`config.mk`:
```
export PLATFORM = sky130hd
export DESIGN_NAME = dmem_port_arbiter
export DESIGN_NICKNAME = d
export VERILOG_FILES = /design/src/rtl/dmem_port_arbiter.sv
export SDC_FILE = /design/constraint.sdc
export NUM_CORES = 1
export LEC_CHECK = 0
export CAP_MARGIN = 20
export CELL_PAD_IN_SITES_DETAIL_PLACEMENT = 2
export CELL_PAD_IN_SITES_GLOBAL_PLACEMENT = 2
export CORE_MARGIN = 1
export CORE_UTILIZATION = 24
export CTS_CLUSTER_SIZE = 40
export DETAILED_ROUTE_END_ITERATION = 10
export PLACE_DENSITY_LB_ADDON = 0.1
export SETUP_SLACK_MARGIN = 0.02
export SLEW_MARGIN = 20
export SYNTH_ARGS = -nofsm -noshare
export SYNTH_HDL_FRONTEND = slang
export SYNTH_SLANG_ARGS = --single-unit
```
`constraint.sdc`:
```
create_clock -name clk -period 4 [get_ports clk]
set_input_delay 0.6 -clock clk [delete_from_list [all_inputs] [get_ports clk]]
set_output_delay 0.6 -clock clk [all_outputs]
set_load 0.005 [all_outputs]
```
`src/rtl/dmem_port_arbiter.sv`:
```
// Shares one synchronous data RAM between CPU load/store and display fetch; each access takes 3 cycles, and the ack arrives 2 cycles after the grant.
// Fixed CPU priority, but DISP wins after STARVE_LIM consecutive losses; a requester holds req until it sees its ack.
module dmem_port_arbiter #(
    parameter int ADDR_W     = 8,
    parameter int DATA_W     = 32,
    parameter int STARVE_LIM = 3
) (
    input  logic              clk,
    input  logic              reset,
    input  logic              cpu_req,
    input  logic              cpu_we,
    input  logic [ADDR_W-1:0] cpu_addr,
    input  logic [DATA_W-1:0] cpu_wdata,
    output logic              cpu_ack,
    output logic [DATA_W-1:0] cpu_rdata,
    input  logic              disp_req,
    input  logic [ADDR_W-1:0] disp_addr,
    output logic              disp_ack,
    output logic [DATA_W-1:0] disp_rdata,
    output logic              mem_en,
    output logic              mem_we,
    output logic [ADDR_W-1:0] mem_addr,
    output logic [DATA_W-1:0] mem_wdata,
    input  logic [DATA_W-1:0] mem_rdata,
    output logic              busy
);

    localparam logic [2:0] S_IDLE      = 3'd0;
    localparam logic [2:0] S_ACC_CPU   = 3'd1;
    localparam logic [2:0] S_ACC_DISP  = 3'd2;
    localparam logic [2:0] S_RESP_CPU  = 3'd3;
    localparam logic [2:0] S_RESP_DISP = 3'd4;

    localparam logic [3:0] LIM = 4'(STARVE_LIM);

    logic [2:0]        state_q, state_d;
    logic [3:0]        cnt_q, cnt_d;
    logic              grant_q, grant_d;
    logic              we_q, we_d;
    logic [DATA_W-1:0] cpu_rdata_q, cpu_rdata_d;
    logic [DATA_W-1:0] disp_rdata_q, disp_rdata_d;

    always_comb begin
        state_d      = state_q;
        cnt_d        = cnt_q;
        grant_d      = grant_q;
        we_d         = we_q;
        cpu_rdata_d  = cpu_rdata_q;
        disp_rdata_d = disp_rdata_q;
        case (state_q)
            S_IDLE: begin
                if (cpu_req && disp_req) begin
                    if (cnt_q < LIM) begin
                        state_d = S_ACC_CPU;
                        grant_d = 1'b1;
                        cnt_d   = cnt_q + 4'd1;
                    end else begin
                        state_d = S_ACC_DISP;
                        grant_d = 1'b0;
                        cnt_d   = 4'd0;
                    end
                end else if (cpu_req) begin
                    state_d = S_ACC_CPU;
                    grant_d = 1'b1;
                end else if (disp_req) begin
                    state_d = S_ACC_DISP;
                    grant_d = 1'b0;
                    cnt_d   = 4'd0;
                end
            end
            S_ACC_CPU: begin
                state_d = S_RESP_CPU;
                we_d    = cpu_we;
            end
            S_ACC_DISP: state_d = S_RESP_DISP;
            S_RESP_CPU: begin
                state_d = S_IDLE;
                if (!we_q) begin
                    cpu_rdata_d = mem_rdata;
                end
            end
            S_RESP_DISP: begin
                state_d      = S_IDLE;
                disp_rdata_d = mem_rdata;
            end
            default: state_d = S_IDLE;
        endcase
    end

    always_ff @(posedge clk or negedge reset) begin
        if (!reset) begin
            state_q      <= S_IDLE;
            cnt_q        <= 4'd0;
            grant_q      <= 1'b1;
            we_q         <= 1'b0;
            cpu_rdata_q  <= '0;
            disp_rdata_q <= '0;
        end else begin
            state_q      <= state_d;
            cnt_q        <= cnt_d;
            grant_q      <= grant_d;
            we_q         <= we_d;
            cpu_rdata_q  <= cpu_rdata_d;
            disp_rdata_q <= disp_rdata_d;
        end
    end

    logic acc;
    assign acc       = (state_q == S_ACC_CPU) || (state_q == S_ACC_DISP);
    assign mem_en    = acc;
    assign mem_we    = (state_q == S_ACC_CPU) && cpu_we;
    assign mem_addr  = acc ? (grant_q ? cpu_addr : disp_addr) : '0;
    assign mem_wdata = (state_q == S_ACC_CPU) ? cpu_wdata : '0;
    assign cpu_ack   = (state_q == S_RESP_CPU);
    assign disp_ack  = (state_q == S_RESP_DISP);
    assign busy      = (state_q != S_IDLE);

    // RAM data only lands during the ack cycle, so bypass it there and hold the captured copy afterwards.
    assign cpu_rdata  = (cpu_ack && !we_q) ? mem_rdata : cpu_rdata_q;
    assign disp_rdata = disp_ack ? mem_rdata : disp_rdata_q;

endmodule
```
==> impl_metrics.csv <==
group,metric,value,unit
layout,drive_gt1_share,20.1,%
clock_network,cts_resized,0,
logic_synthesis,share_of_synthesized_area_occupied_by_flip_flops_and_latches,58.0,%
layout,fill_cells,1350,
worst_setup_path,r2r.worst_path.cells,4,
global_routing,grt_antenna_before_repair,0,
floorplanning,design.die.area,13600,um^2
place,place_inst,579,
routing,total_drc_errors_in_the_routed_layout,0,
routing,drt-vias-per-instance,4.31,
logic_synthesis,synth_area,3150,um^2
routing,wire_per_inst,16.4,um
status,result_of_the_run,"complete, no violations",
global_routing,grt_max_degree,74,
clock_network,clock_path_buffers,2,
logic_synthesis,synth_cell_types,27,
sta,fin_skew,0.00529,ns
sta,whs,0.395,ns
worst_setup_path,worst-path-max-fanout,29,
clock_network,cts_tree,"built",
clock_network,total_clock_buffers_created_by_cts,9,
worst_setup_path,crit_reg_reg_endpoint,"cpu_rdata_q[3]",
worst_setup_path,startpoint_to_endpoint_class_of_the_critical_path,"reg2out",
sta,finalSetupViolations,0,
clock_network,cts_num_sinks,73,
worst_hold_path,worstHoldPathType,"in2async",
global_routing,grt_first_pass_wirelength,15.3,mm
logic_synthesis,postSynthAreaPerCell,14.0,um^2
clock_network,clock_tree.htree_level_count,3,
worst_setup_path,critical_path.endpoint_type,"output pin",
worst_setup_path,worst_setup_path_start_kind,"register",
worst_setup_path,r2r_slack,2.11,ns
floorplanning,ioPinCount,194,
power_and_ir_drop,cellPowerDensity,768,nW/um^2
sta,maximum_frequency_from_static_timing_analysis,0.315,GHz
worst_setup_path,regToRegStartpoint,"state_q[1]",
routing,drt_iter0_drcs,52,
floorplanning,fp.dieH,117,um
global_routing,grt_pass1_vias,2873,
clock_network,post_cts_setup_buffer_count,0,
layout,multi_input_area,1240,um^2
power_and_ir_drop,cellLeakagePower,2.28,nW
layout,antenna_cells,0,
routing,detail_route.first_pass.iterations,4,
sta,finalMaxSlewViolations,0,
clock_network,cts.clk_slew.worst_paths,0.06,ns
layout,area.growth.synth_to_final,75.9,%
routing,antenna_violating_nets_post_route,0,
sta,final.period_utilization,79.4,%
clock_network,cts_hold_buf,0,
floorplanning,rows,41,
worst_setup_path,critical_path_at,2.57,ns
routing,drt-total-wl,9.78,mm
job,drv.max_cap_violation_count,0,
floorplanning,effective_utilization_at_floorplan,24.8,%
sta,worst_slew_margin_rel,37.8,%
sta,post-route-min-period,3.17,ns
place,port_buffers,193,
layout,sequential_cell_area,1830,um^2
floorplanning,die_width,117,um
logic_synthesis,synth.net_count,311,
worst_setup_path,worst_ep_required_time,3.40,ns
clock_network,root_buffer,"sky130_fd_sc_hd__clkbuf_16",
sta,worst-slew-pin-transition,0.933,ns
sta,hold_viol,0,
sta,rsz0062_at_grt,"no",
power_and_ir_drop,vdd.ir_drop.worst,215,uV
global_routing,grt_use_total,15.2,%
logic_synthesis,synth-seq-cells,73,
place,dpl.hpwl,7.43,mm
sta,fin_tns_setup,0,ns
layout,finish.net_count,504,
layout,stdcell_count,595,
floorplanning,fp.coreArea,12700,um^2
place,globalplace.congestion,0.662,
logic_synthesis,yosysWarnings,0,
routing,vias,2562,
logic_synthesis,post_synth_inst_count,225,
clock_network,latest_clock_arrival_within_the_worst_skew_pair,0.33,ns
global_routing,overflow,0,
-- worst max-delay path, stage by stage, from the launching register on --
cell and delay (ns):
sky130_fd_sc_hd__dfrtp_1 0.51, sky130_fd_sc_hd__and3b_1 0.23, sky130_fd_sc_hd__nor2b_4 0.19, sky130_fd_sc_hd__buf_4 0.40
sky130_fd_sc_hd__mux2_1 0.41, sky130_fd_sc_hd__clkdlybuf4s50_1 0.48
-- cell families after synthesis --
kind of cell	after synthesis	synth area share, %
adder cells (fa/ha/maj)	1	0.397
buffers and inverters	16	3.37
AND/OR/NAND/NOR	54	10.5
AO/OA/AOI/OAI	6	1.31
XOR/XNOR	1	0.278
multiplexers	74	26.1
flip-flops	73	58.0
-- sequential cells by signal (all words and copies together), names as in the netlist --
register / count
cnt_q: 4
cpu_rdata_q: 32
disp_rdata_q: 32
grant_q: 1
state_q: 3
we_q: 1
-- worst max-delay path by stage --
stage,to,slack (ns),startpoint,cells past startpoint
final,cpu_rdata[3],0.83,state_q[1],5
after CTS,disp_rdata[19],0.74,state_q[0],4
after floorplan,cpu_rdata[2],1.99,state_q[2],5
after detailed placement,disp_rdata[19],1.13,state_q[0],4
after global placement,disp_rdata[22],1.14,state_q[0],4
after global routing,cpu_rdata[3],0.67,state_q[1],5
-- per-layer routing --
layer	global-route usage, %	share of wire [%]
met3	7.21	12
met2	24.4	47
met4	6.84	1.6
met5	0	0
met1	17.2	39
-- layout make-up --
type,instances,share of cell area [%]
timing repair buffer,196,35.2
sequential,73,33.0
multi-input combinational,136,22.3
clock buffer,10,4.31
tap,172,3.88
clock inverter,6,1.20
inverter,2,0.135
-- per-stage QoR --
stage / area (um^2) / setup slack, ns / util, % / power [mW]
3_3_place_gp: 5240 / 1.14 / 41.2 / 3.45
3_5_place_dp: 5240 / 1.13 / 41.2 / 3.50
2_1_floorplan: 3150 / 1.99 / - / 2.09
4_1_cts: 5540 / 0.744 / 43.6 / 4.36
5_1_grt: 5540 / 0.666 / 43.6 / 4.57
6_report: 5540 / 0.826 / 43.6 / 4.26
-- report_power, final --
group	switching (mW)	internal (mW)	total (mW)
sequential	0.141	1.10	1.24
combinational	0.774	1.43	2.20
clock	0.313	0.500	0.814
total	1.23	3.03	4.26
-- layout by cell type (no fill, tap or decap), types with 2 or more instances in the layout --
master and count:
sky130_fd_sc_hd__mux2_1 7, sky130_fd_sc_hd__dfrtp_1 72, sky130_fd_sc_hd__buf_4 4, sky130_fd_sc_hd__clkbuf_16 9, sky130_fd_sc_hd__a21oi_1 2, sky130_fd_sc_hd__inv_1 2, sky130_fd_sc_hd__and2_1 35, sky130_fd_sc_hd__nor2_1 9
sky130_fd_sc_hd__mux2i_1 8, sky130_fd_sc_hd__nor3_1 2, sky130_fd_sc_hd__clkdlybuf4s50_1 192, sky130_fd_sc_hd__clkinvlp_4 3, sky130_fd_sc_hd__mux2_2 59
-- cells in the mapped netlist (all sizes together) --
cell type | instances | share of area (%)
dfrtp | 72 | 57
mux2 | 66 | 24
and2 | 35 | 6.9
buf | 9 | 2.5
nor2 | 9 | 1.1
mux2i | 8 | 2.5
clkbuf | 5 | 0.60
nor3b | 3 | 0.87
a21oi | 2 | 0.32
inv | 2 | 0.24
nor3 | 2 | 0.32
or4b | 2 | 0.64
a22o | 1 | 0.28
a31o | 1 | 0.28
a31oi | 1 | 0.20
and3b | 1 | 0.28
dfstp | 1 | 0.83
ha | 1 | 0.40
nand2b | 1 | 0.20
nor2b | 1 | 0.20
o31ai | 1 | 0.24
xor2 | 1 | 0.28
Power figures use the tool's default switching activity.
